<file path="config.mk">
export PLATFORM = sky130hd
export DESIGN_NAME = muldiv_ctrl
export DESIGN_NICKNAME = d
export VERILOG_FILES = /design/src/rtl/muldiv_ctrl.sv
export SDC_FILE = /design/constraint.sdc
export NUM_CORES = 1
export LEC_CHECK = 0
export BUFFER_PORTS_ARGS = -buffer_cell sky130_fd_sc_hd__clkbuf_2
export CAP_MARGIN = 40
export CELL_PAD_IN_SITES_DETAIL_PLACEMENT = 2
export CELL_PAD_IN_SITES_GLOBAL_PLACEMENT = 2
export CORE_MARGIN = 3
export CORE_UTILIZATION = 38
export CTS_CLUSTER_SIZE = 28
export DETAILED_ROUTE_END_ITERATION = 10
export PLACE_DENSITY_LB_ADDON = 0.25
export SLEW_MARGIN = 5
export SYNTH_ARGS = -nofsm -noshare
export SYNTH_HDL_FRONTEND = slang
export SYNTH_SLANG_ARGS = --single-unit
</file>
<file path="constraint.sdc">
create_clock -name clk -period 6.7 [get_ports clk]
set_input_delay 1.675 -clock clk [delete_from_list [all_inputs] [get_ports clk]]
set_output_delay 1.675 -clock clk [all_outputs]
set_load 0.05 [all_outputs]
</file>
<file path="src/rtl/muldiv_ctrl.sv">
// Iterative MULT/MULTU/DIV/DIVU sequencer owning the HI/LO pair.
// One bit per cycle; stalls EX on HI/LO-dependent ops while busy.
module muldiv_ctrl #(
    parameter int WIDTH = 32,
    parameter int CNT_W = 6
) (
    input  logic             clk,
    input  logic             reset,
    input  logic             start,
    input  logic [1:0]       op,
    input  logic [WIDTH-1:0] rs,
    input  logic [WIDTH-1:0] rt,
    input  logic             mf_req,
    input  logic             mt_hi,
    input  logic             mt_lo,
    input  logic             flush,
    output logic [WIDTH-1:0] hi,
    output logic [WIDTH-1:0] lo,
    output logic             busy,
    output logic             done,
    output logic             stall
);

    typedef enum logic [1:0] {IDLE, CALC, SIGN} state_t;

    localparam logic [CNT_W-1:0] LAST = CNT_W'(WIDTH - 1);

    state_t             state;
    logic [CNT_W-1:0]   cnt;
    logic [2*WIDTH-1:0] acc;
    logic [WIDTH-1:0]   opb;
    logic               is_div;
    logic               div0;
    logic               neg_q;
    logic               neg_r;

    // op[0] clear means signed (MULT/DIV)
    logic             a_neg;
    logic             b_neg;
    logic [WIDTH-1:0] abs_a;
    logic [WIDTH-1:0] abs_b;

    assign a_neg = ~op[0] & rs[WIDTH-1];
    assign b_neg = ~op[0] & rt[WIDTH-1];
    assign abs_a = a_neg ? -rs : rs;
    assign abs_b = b_neg ? -rt : rt;

    // Shift-add step: low half holds the multiplier, upper half the partial sum
    logic [WIDTH:0]     mul_sum;
    logic [2*WIDTH-1:0] mul_next;

    assign mul_sum  = {1'b0, acc[2*WIDTH-1:WIDTH]} + {1'b0, opb};
    assign mul_next = acc[0] ? {mul_sum, acc[WIDTH-1:1]}
                             : {1'b0, acc[2*WIDTH-1:1]};

    // Restoring step on {rem,quot}; one extra bit keeps the shifted-out MSB
    logic [2*WIDTH:0]   div_sh;
    logic [WIDTH:0]     div_diff;
    logic [2*WIDTH-1:0] div_next;

    assign div_sh   = {acc, 1'b0};
    assign div_diff = div_sh[2*WIDTH:WIDTH] - {1'b0, opb};
    assign div_next = div_diff[WIDTH] ? div_sh[2*WIDTH-1:0]
                    : {div_diff[WIDTH-1:0], div_sh[WIDTH-1:1], 1'b1};

    logic [2*WIDTH-1:0] prod;
    logic [WIDTH-1:0]   quot;
    logic [WIDTH-1:0]   rem;

    assign prod = neg_q ? -acc : acc;
    assign quot = acc[WIDTH-1:0];
    assign rem  = acc[2*WIDTH-1:WIDTH];

    assign busy  = (state != IDLE);
    assign stall = busy & (start | mf_req | mt_hi | mt_lo);

    always_ff @(posedge clk) begin
        if (!reset) begin
            state  <= IDLE;
            cnt    <= '0;
            acc    <= '0;
            opb    <= '0;
            is_div <= 1'b0;
            div0   <= 1'b0;
            neg_q  <= 1'b0;
            neg_r  <= 1'b0;
            hi     <= '0;
            lo     <= '0;
            done   <= 1'b0;
        end else begin
            done <= 1'b0;
            if (flush) begin
                state <= IDLE;
                cnt   <= '0;
            end else begin
                unique case (state)
                    IDLE: begin
                        if (mt_hi) hi <= rs;
                        if (mt_lo) lo <= rs;
                        if (start) begin
                            is_div <= op[1];
                            cnt    <= '0;
                            opb    <= abs_b;
                            neg_q  <= a_neg ^ b_neg;
                            neg_r  <= a_neg;
                            if (op[1] && rt == '0) begin
                                div0  <= 1'b1;
                                acc   <= {{WIDTH{1'b0}}, rs};
                                state <= SIGN;
                            end else begin
                                div0  <= 1'b0;
                                acc   <= {{WIDTH{1'b0}}, abs_a};
                                state <= CALC;
                            end
                        end
                    end
                    CALC: begin
                        acc <= is_div ? div_next : mul_next;
                        cnt <= cnt + CNT_W'(1);
                        if (cnt == LAST) state <= SIGN;
                    end
                    SIGN: begin
                        state <= IDLE;
                        done  <= 1'b1;
                        if (div0) begin
                            hi <= acc[WIDTH-1:0];
                            lo <= '1;
                        end else if (is_div) begin
                            hi <= neg_r ? -rem : rem;
                            lo <= neg_q ? -quot : quot;
                        end else begin
                            {hi, lo} <= prod;
                        end
                    end
                    default: state <= IDLE;
                endcase
            end
        end
    end

endmodule

</file>
==> run metrics <==
layout cell share with drive strength beyond 1=11.1%; Fin Setup TNS=0 ns; CTS Sinks=about 170; Synth Area in Adders=6.15%; DRT iter0 DRCs=about 1000; Reg clk slew, reported paths=approximately 0.07 ns; WL met2=approximately 33 mm; worst vdd ir=about 170 µV; Netlist cell types=73; hold path cells=2; crit path launch type=input port; main combinational cell family by area after synthesis=compound AO/OA/AOI/OAI gates; RD Place Congestion=0.921; Worst EP arrival=~5.4 ns; Max FO, Critical Path=13; WHS Endpoint=hi[13]; # setup viols final=0; r2r worst-path depth=13; Crit Path Class=in2reg; Post-CTS Hold Buffers=0; Worst Hold Launch=hi[13]; count of state elements after synthesis=between 150 and 200; Min-Delay Path Class=reg2reg; Total Routing Usage GR=just over 30%; die extent in x=203 µm; relative slew slack=about two fifths; largest net degree at the start of global routing=between 60 and 70; worst skew pair latency=roughly 0.48 ns; CTS tree=built; Reg area=3470 µm²; Nets=about 2200; Gates resized, CTS repair=0; outcome=finished, final reports clean; final hold vios=0; simple-gate portion of the synthesized area=20.1%; worst reg2reg setup slack=2.07 ns; area grow syn2layout=11.1%; GRT Residual Overflow=0; Final ANT Viol Nets=0; worst hold slack=about 0.46 ns; vias in the first global route=around 17000; Cell Pwr Density=between 150 and 200 nW/µm²; Placed Cells=2523; drt total wl=~65 mm; Post-DP Area=around 16000 µm²; first-pass GRT wire length=101 mm; XOR/XNOR Fraction of Synth Area=10.1%; Leak=around 7 nW; I/O Buffers=between 100 and 150; Max Fclk=between 200 and 250 MHz; Die ar.=around 41000 µm²; syn avg cell area=about 7.4 µm²; Core ar.=~38000 µm²; skew final=0.0136 ns; mux contribution to synthesized area=under 10%; Crit. End Element=flip-flop; ys async rst share=0%; Synth Warn #=0; part of the Yosys area used for sequential elements=between 20% and 30%; Tmin final=~5.0 ns; ys flop type=dfxtp_1; Compound-Gate Fraction of Synth Area=a little under a third; Slew @ Worst Pin=just over 0.9 ns; drt pass-1 iters=5; area used by multi-input combinational logic=about 10000 µm²; FF-to-FF End=acc[52]; starting density of the core=between 30% and 40%; Met3 Wirelength=around 3.2 mm; worst r2r src=acc[31]; io pins=between 100 and 150; Power Total=approximately 3 mW; Max-Cap Viols=0; Design Area, Final=between 15000 and 20000 µm²; CP required=~7 ns; Gate Count Post-Synth=between 1500 and 2000; clk root buf=clkbuf_16; initial antenna violation count=0; top routing layer in use=met4; vias=16200; TritonCTS Buffers=17; fill count=between 4000 and 5000; RSZ-0062 raised after global routing=false; DP HPWL=approximately 50 mm; Tcrit/Tclk final=about three quarters; Residual DRC=0; row cnt=about 70; vias per std cell=6.32; Slew Limit Fails=0; postcts setup bufs=0; Cell Count, Final, Fillers Out=2556; H-tree depth=4; WL per Instance=roughly 26 µm; Post-synth EDFFs=0; Synth Net Count=about 2100; met1 wire length=27.2 mm; die extent in y=between 200 and 250 µm; post-synthesis cell area=about 15000 µm²; Bufs on Longest Clock Path=2
==> metrics by stage <==
stage | setup WS (ns) | util [%]
after floorplan | 2.20 | -
after global placement | 1.32 | 41.4
after detailed placement | 1.26 | 41.6
after CTS | 1.74 | 43.1
after global routing | 1.47 | 43.1
final | 1.74 | 43.1
==> worst max path at each step <==
| stage | start | to | slack (ns) | depth (start not counted) |
|---|---|---|---|---|
| final | rt[1] | acc[24] | 1.74 | 13 |
| after global routing | rt[0] | acc[28] | 1.47 | 13 |
| after CTS | rt[1] | acc[7] | 1.74 | 12 |
| after detailed placement | rt[1] | acc[24] | 1.26 | 13 |
| after global placement | rt[0] | acc[10] | 1.32 | 12 |
| after floorplan | rt[1] | acc[1] | 2.20 | 12 |
==> final cells by class <==
class	count	area share [%]
inverters	66	1.52
diodes	1	0.0153
flip-flops and latches	173	21.2
well taps	511	3.92
clock buffers	18	2.69
repair buffers	169	5.77
multi-input cells	1604	63.9
clock inverters	14	0.927
==> where the power goes <==
| group | internal (mW) | total [mW] | switching, mW |
|---|---|---|---|
| combinational | 0.254 | 0.781 | 0.527 |
| sequential | 1.08 | 1.15 | 0.0758 |
| clock | 0.539 | 1.06 | 0.526 |
| total | 1.87 | 3.00 | 1.13 |
==> placed cells by master, fill, tap and decap left out, types with 29 or more instances in the layout <==
cell      instances
a21oi_1         150
clkbuf_2        138
dfxtp_1         172
ha_1             69
inv_1            66
mux2i_1          52
nand2_1         245
nand3_1          55
nor2_1          125
nor3_1           29
o211a_1          31
o211ai_1         45
o21ai_0         153
o21ai_1          30
o221ai_1         29
o31ai_1          37
or3_1            32
xnor2_1          96
xor2_1           73
==> flip-flops by register name, summed over array words and instances (netlist names) <==
register,flops
acc,64
cnt,6
div0,1
done,1
hi,32
is_div,1
lo,32
neg_q,1
neg_r,1
opb,32
state,2
==> cell families (layout without fill, tap and decap cells) <==
kind of cell | after synthesis | after routing
and+or+nand+nor | 627 | 627
buffers and inverters | 212 | 267
adders and majority gates | 71 | 71
muxes | 56 | 56
AOI/OAI and AO/OA | 681 | 681
DFF | 173 | 173
xor gates and xnor gates | 169 | 169
other | 0 | 1
==> layer usage <==
layer | vias to the layer above | track usage, %
met4 | 0 | 12.4
met2 | 493 | 55.8
li1 | 7375 | -
met1 | 8155 | 37.5
met5 | - | 0
met3 | 141 | 3.88
==> cells in the mapped netlist, types with 45 or more instances <==
cell / number / area share (%)
nand2_1: 245 / 6.3
dfxtp_1: 173 / 24
o21ai_0: 153 / 5.2
a21oi_1: 150 / 5.1
clkbuf_1: 127 / 3.2
nor2_1: 127 / 3.2
xnor2_1: 96 / 5.7
xor2_1: 73 / 4.4
ha_1: 69 / 5.9
inv_1: 66 / 1.7
nand3_1: 55 / 1.9
mux2i_1: 52 / 3.5
o211ai_1: 45 / 2.3
==> critical path: stages <==
cell	delay, ns
clkbuf_2	0.09
inv_1	0.08
ha_1	0.16
or3b_2	0.50
or4_1	0.50
nor4_1	0.49
or3b_1	0.63
and2_1	0.47
buf_8	0.26
o21ai_0	0.12
xnor2_1	0.15
o21ai_0	0.08
o21ai_0	0.16
(Power assumes the default switching activity.)
